$ cat src/rtl/debug_frame_tx_pkg.sv
// Shared types and constants for the debug frame transmitter.
// A frame is SYNC, seven debug port bytes, then an 8-bit wrap-around checksum.
package debug_frame_tx_pkg;

    typedef enum logic [1:0] {
        ST_IDLE,
        ST_START,
        ST_DATA,
        ST_STOP
    } tx_state_e;

    localparam int unsigned FRAME_BYTES   = 9;
    localparam int unsigned BITS_PER_BYTE = 8;
    localparam logic [7:0]  DEFAULT_SYNC_BYTE = 8'hA5;

    typedef logic [6:0][7:0] port_bytes_t;

    // Entries 0..6 hold debug_port1..7, entry 7 holds the checksum.
    typedef logic [7:0][7:0] payload_t;

    function automatic logic [7:0] port_sum(input port_bytes_t p);
        logic [7:0] s;
        s = '0;
        for (int unsigned i = 0; i < 7; i++) begin
            s = s + p[i];
        end
        return s;
    endfunction

endpackage

$ cat src/rtl/debug_frame_tx_uart_tx_byte.sv
// 8N1 UART byte transmitter with a load/ready handshake.
// A load accepted in the done cycle starts the next start bit with no idle gap.
module uart_tx_byte
    import debug_frame_tx_pkg::*;
#(
    parameter int unsigned CLKS_PER_BIT = 868
) (
    input  logic       clk,
    input  logic       nreset,
    input  logic       load,
    input  logic [7:0] data,
    output logic       txd,
    output logic       ready,
    output logic       done,
    output logic       active
);

    localparam logic [15:0] CNT_LAST = 16'(CLKS_PER_BIT - 1);
    localparam logic [2:0]  BIT_LAST = 3'(BITS_PER_BYTE - 1);

    tx_state_e   state_q, state_d;
    logic [15:0] cnt_q, cnt_d;
    logic [2:0]  bit_q, bit_d;
    logic [7:0]  shreg_q, shreg_d;
    logic        txd_q, txd_d;
    logic        cnt_last;

    always_comb begin
        state_d  = state_q;
        cnt_d    = cnt_q;
        bit_d    = bit_q;
        shreg_d  = shreg_q;
        txd_d    = txd_q;
        cnt_last = (cnt_q == CNT_LAST);
        done     = (state_q == ST_STOP) && cnt_last;
        ready    = (state_q == ST_IDLE) || done;
        active   = (state_q != ST_IDLE);

        if (state_q != ST_IDLE) begin
            cnt_d = cnt_last ? '0 : cnt_q + 16'd1;
        end

        unique case (state_q)
            ST_IDLE: begin
                if (load) begin
                    state_d = ST_START;
                    shreg_d = data;
                    txd_d   = 1'b0;
                end
            end
            ST_START: begin
                if (cnt_last) begin
                    state_d = ST_DATA;
                    bit_d   = '0;
                    txd_d   = shreg_q[0];
                end
            end
            ST_DATA: begin
                if (cnt_last) begin
                    if (bit_q == BIT_LAST) begin
                        state_d = ST_STOP;
                        txd_d   = 1'b1;
                    end else begin
                        // txd already shows shreg_q[0]; present the next bit as we shift.
                        bit_d   = bit_q + 3'd1;
                        shreg_d = {1'b0, shreg_q[7:1]};
                        txd_d   = shreg_q[1];
                    end
                end
            end
            ST_STOP: begin
                if (cnt_last) begin
                    if (load) begin
                        state_d = ST_START;
                        shreg_d = data;
                        txd_d   = 1'b0;
                    end else begin
                        state_d = ST_IDLE;
                        txd_d   = 1'b1;
                    end
                end
            end
            default: begin
                state_d = ST_IDLE;
                txd_d   = 1'b1;
            end
        endcase
    end

    always_ff @(posedge clk or negedge nreset) begin
        if (!nreset) begin
            state_q <= ST_IDLE;
            cnt_q   <= '0;
            bit_q   <= '0;
            shreg_q <= '0;
            txd_q   <= 1'b1;
        end else begin
            state_q <= state_d;
            cnt_q   <= cnt_d;
            bit_q   <= bit_d;
            shreg_q <= shreg_d;
            txd_q   <= txd_d;
        end
    end

    assign txd = txd_q;

endmodule

$ cat src/rtl/debug_frame_tx.sv
// Snapshots debug_port1..7 on send and streams SYNC, the seven bytes and a
// checksum as one back-to-back 8N1 frame to the host debugger.
module debug_frame_tx
    import debug_frame_tx_pkg::*;
#(
    parameter int unsigned CLKS_PER_BIT = 868,
    parameter logic [7:0]  SYNC_BYTE    = DEFAULT_SYNC_BYTE
) (
    input  logic       clk,
    input  logic       nreset,
    input  logic       send,
    input  logic [7:0] debug_port1,
    input  logic [7:0] debug_port2,
    input  logic [7:0] debug_port3,
    input  logic [7:0] debug_port4,
    input  logic [7:0] debug_port5,
    input  logic [7:0] debug_port6,
    input  logic [7:0] debug_port7,
    output logic       txd,
    output logic       busy,
    output logic       frame_done
);

    localparam logic [3:0] LAST_BYTE = 4'(FRAME_BYTES - 1);

    payload_t    payload_q, payload_d;
    logic [3:0]  byte_idx_q, byte_idx_d;
    port_bytes_t ports_in;
    logic        accept;
    logic        tx_load;
    logic [7:0]  tx_data;
    logic        tx_ready;
    logic        tx_done;
    logic        tx_active;

    assign ports_in = {debug_port7, debug_port6, debug_port5, debug_port4,
                       debug_port3, debug_port2, debug_port1};

    always_comb begin
        payload_d  = payload_q;
        byte_idx_d = byte_idx_q;
        tx_load    = 1'b0;
        tx_data    = SYNC_BYTE;
        frame_done = tx_done && (byte_idx_q == LAST_BYTE);
        // Busy drops in the final stop-bit cycle so a new send can chain with no gap.
        busy       = tx_active && !frame_done;
        accept     = send && tx_ready && !busy;

        if (accept) begin
            payload_d  = {port_sum(ports_in), ports_in};
            byte_idx_d = '0;
            tx_load    = 1'b1;
            tx_data    = SYNC_BYTE;
        end else if (tx_done && (byte_idx_q < LAST_BYTE)) begin
            // Byte k+1 of the frame lives in payload entry k.
            tx_load    = 1'b1;
            tx_data    = payload_q[byte_idx_q[2:0]];
            byte_idx_d = byte_idx_q + 4'd1;
        end else if (frame_done) begin
            byte_idx_d = '0;
        end
    end

    always_ff @(posedge clk or negedge nreset) begin
        if (!nreset) begin
            payload_q  <= '0;
            byte_idx_q <= '0;
        end else begin
            payload_q  <= payload_d;
            byte_idx_q <= byte_idx_d;
        end
    end

    uart_tx_byte #(
        .CLKS_PER_BIT(CLKS_PER_BIT)
    ) u_tx (
        .clk   (clk),
        .nreset(nreset),
        .load  (tx_load),
        .data  (tx_data),
        .txd   (txd),
        .ready (tx_ready),
        .done  (tx_done),
        .active(tx_active)
    );

endmodule
$ cat config.mk
export PLATFORM = sky130hd
export DESIGN_NAME = debug_frame_tx
export DESIGN_NICKNAME = d
export VERILOG_FILES = /design/src/rtl/debug_frame_tx_pkg.sv /design/src/rtl/debug_frame_tx_uart_tx_byte.sv /design/src/rtl/debug_frame_tx.sv
export SDC_FILE = /design/constraint.sdc
export NUM_CORES = 1
export LEC_CHECK = 0
export CAP_MARGIN = 20
export CORE_ASPECT_RATIO = 0.6
export CORE_MARGIN = 3
export CORE_UTILIZATION = 45
export DETAILED_ROUTE_END_ITERATION = 12
export GPL_TIMING_DRIVEN = 0
export PLACE_DENSITY = 0.64
export SLEW_MARGIN = 15
export SYNTH_ARGS = -nofsm -noshare
export SYNTH_HDL_FRONTEND = slang
export SYNTH_SLANG_ARGS = --single-unit
export TNS_END_PERCENT = 30
$ cat constraint.sdc
create_clock -name clk -period 3.92 [get_ports clk]
set_clock_uncertainty 0.1 [all_clocks]
set_input_delay 0.784 -clock clk [delete_from_list [all_inputs] [get_ports clk]]
set_output_delay 0.784 -clock clk [all_outputs]
set_load 0.02 [all_outputs]
==> flow_metrics.tcl <==
set metrics [dict create \
    startpoint_type "input port" \
    rows 31 \
    drc_errors 0 \
    cp_max_fo 3 \
    drv_slew 0 \
    leakagePower_nw 3.52 \
    htreeDepth 3 \
    cp-end-kind "flip-flop" \
    relSlewSlack_pct 39.0 \
    die_area_um2 14500 \
    die_y_um 94.4 \
    nets 779 \
    initial_utilization_pct 47.4 \
    outcome "complete, but fails checks" \
    final_core_util_pct 57.3 \
    clockRootBuffer "clkbuf_16" \
    clkTransAtPathRegs_ns 0.07 \
    min_path_type "in2async" \
    grt_pass1_vias 4583 \
    grt_pass1_wl_um 24100 \
    maxClockFrequency_mhz 245 \
    yosys_warnings 0 \
    synthDistinctLibCells 52 \
    required_ns 4.05 \
    wl_um 14700 \
    power_density_nw_per_um2 426 \
    synth_top_area_share_pct 41.4 \
    fin_crit_sh_pct 104 \
    dr.pass1.iters 4 \
    setup_ws_ns -0.168 \
    grt_max_degree 70 \
    diodes 0 \
    rsz0062_at_grt "yes" \
    synth_top_cells_by_area "dfrtp_1 (41%), fa_1 (11%), nand2_1 (9.9%)" \
    cts.path.max_buffers 2 \
    num_io_pins 62 \
    min_period_ns 4.09 \
    gp_congestion 0.854 \
    final_area_um2 7090 \
    whs_ns 0.205 \
    drv_cap 0 \
    area_delta_synth_final_pct 21.1 \
    setup_viol 3 \
    drt_iter0_markers 406 \
    io_buffers 61 \
    max-vdd-ir-drop_mv 0.338 \
    p_total_mw 3.03 \
    antenna_found_initial 0 \
    seq_area_frac_synth_pct 41.9 \
    tightest_slew_ns 0.903 \
    worstSkewPairLatency_ns 0.35 \
    dpl_cell_area_um2 6720 \
    dp_hpwl_um 11300 \
    syn_area_per_cell_um2 9.91 \
    cts.sinks 98 \
    ys.flop_type "dfrtp_1" \
    synth_edf_count 0 \
    netlist_instances 591 \
    overflow 0 \
    core_region_area_um2 12400 \
    failed_checks "setup timing" \
    vias_per_cell 5.33 \
    synth-seq-cells 98 \
    crit_type "in2reg" \
    antenna_left 0 \
    cts_tree "yes" \
    cp.arrival_ns 4.22 \
    finalHoldViolCount 0 \
    grt.total_usage_pct 21.5 \
    fp.dieW_um 153 \
    numCtsBuffers 9 \
    yosysTopAreaCell "dfrtp_1" \
    dp_slack_ns -0.987 \
    syn-cell-area_um2 5860 \
    synth-async-reset-ratio_pct 100 \
    drive_above_1_share_pct 16.9 \
    wire_per_inst_um 17.5 \
    vias 4481 \
    synth_nets 700 \
]
==> cells in the mapped netlist (2+ instances only) <==
cell	instances
a21o_1	4
a21oi_1	13
a31oi_1	2
and2_1	2
and3_1	3
buf_1	2
buf_2	3
buf_6	2
clkbuf_1	19
dfrtp_1	97
fa_1	32
ha_1	18
inv_1	71
mux2_2	9
mux2i_1	9
mux4_2	16
nand2_1	154
nand3_1	13
nand4_1	5
nor2_1	17
nor2b_1	3
nor3_1	5
nor4b_1	2
o21a_1	2
o21ai_0	33
o22ai_1	5
o31ai_1	2
xnor2_1	18
xor2_1	7
==> state kept, by name (all words and copies together), names as in the netlist <==
| name | flops |
|---|---|
| u_tx.cnt_q | 16 |
| byte_idx_q | 4 |
| u_tx.txd | 1 |
| payload_q | 64 |
| u_tx.shreg_q | 8 |
| u_tx.state_q | 2 |
| u_tx.bit_q | 3 |
==> metrics by stage <==
stage / TNS, ns / std cells
3_3_place_gp: -175.37 / 817
4_1_cts: -0.293 / 840
6_report: -0.327 / 840
2_1_floorplan: -0.585 / 591
5_1_grt: -1.07 / 840
3_5_place_dp: -4.57 / 818
==> final timing paths <==
check                                           startpoint  slack (ns)  depth (start not counted)                    endpoint
worst max register to register   byte_idx_q[0]$_DFFE_PN0P_        0.45                          9   payload_q[43]$_DFFE_PN0P_
worst min register to register  u_tx.cnt_q[15]$_DFFE_PN0N_        0.37                          1  u_tx.cnt_q[15]$_DFFE_PN0N_
max in group asynchronous                           nreset        2.86                          2        u_tx.txd$_DFFE_PN1P_
worst max-delay path                        debug_port1[5]       -0.17                         11   payload_q[62]$_DFFE_PN0P_
worst min-delay path                                nreset        0.20                          1   u_tx.bit_q[1]$_DFFE_PN0P_
min in group clk                u_tx.cnt_q[15]$_DFFE_PN0N_        0.37                          1  u_tx.cnt_q[15]$_DFFE_PN0N_
==> layout make-up <==
cell class,count,area (um^2)
Sequential cell,98,2450
Inverter,72,270
Fill cell,1105,5280
Clock buffer,10,229
Buffer,26,121
Tap cell,165,206
Multi-Input combinational cell,395,3130
Timing Repair Buffer,68,622
Clock inverter,6,66.3
==> where the power goes <==
part / leakage [nW] / internal, mW / switching, mW
logic: 2.07 / 0.549 / 0.562
registers: 1.31 / 1.01 / 0
clock network: 0.135 / 0.497 / 0.408
total: 3.52 / 2.06 / 0.969
==> critical path: stages <==
cell and delay (ns):
clkdlybuf4s50_1 0.45, inv_1 0.07, fa_1 0.55, fa_1 0.44, fa_1 0.52, fa_1 0.51
inv_1 0.06, ha_4 0.28, inv_1 0.05, o2111a_1 0.24, a221o_1 0.26
==> timing repair <==
item                                   in CTS  in global routing
pin swaps                                  39                 14
setup buffers                               6                  0
endpoints found under the hold margin       0                  0
hold buffers                                0                  0
setup endpoints to repair                  14                  6
gates resized for setup                   110                 16
==> per-layer routing <==
layer	up-vias	routed length [um]	global-route usage [%]
met5	-	0	0
met4	0	187	4.97
met3	14	893	5.40
met2	135	6210	31.7
met1	2243	7420	32.1
li1	2089	-	-
==> cells in the final DEF (no fill, tap or decap), drive strengths merged, types with 17 or more instances in the layout <==
master	n
fa	32
xnor2	18
inv	72
nor2	17
dfrtp	97
clkbuf	34
nand2	154
o21ai	33
ha	18
clkdlybuf4s50	27
buf	24
==> logic make-up (layout without fill, tap and decap cells) <==
kind of cell / count (synthesis) / count (layout) / synth area share [%]
xor+xnor: 26 / 26 / 4.12
buf+inv: 98 / 182 / 6.60
fa+ha+maj: 50 / 50 / 14.8
mux: 34 / 34 / 9.42
compound gates: 72 / 72 / 7.69
flops: 98 / 98 / 41.9
simple gates: 213 / 213 / 15.5
(Power assumes the default switching activity.)
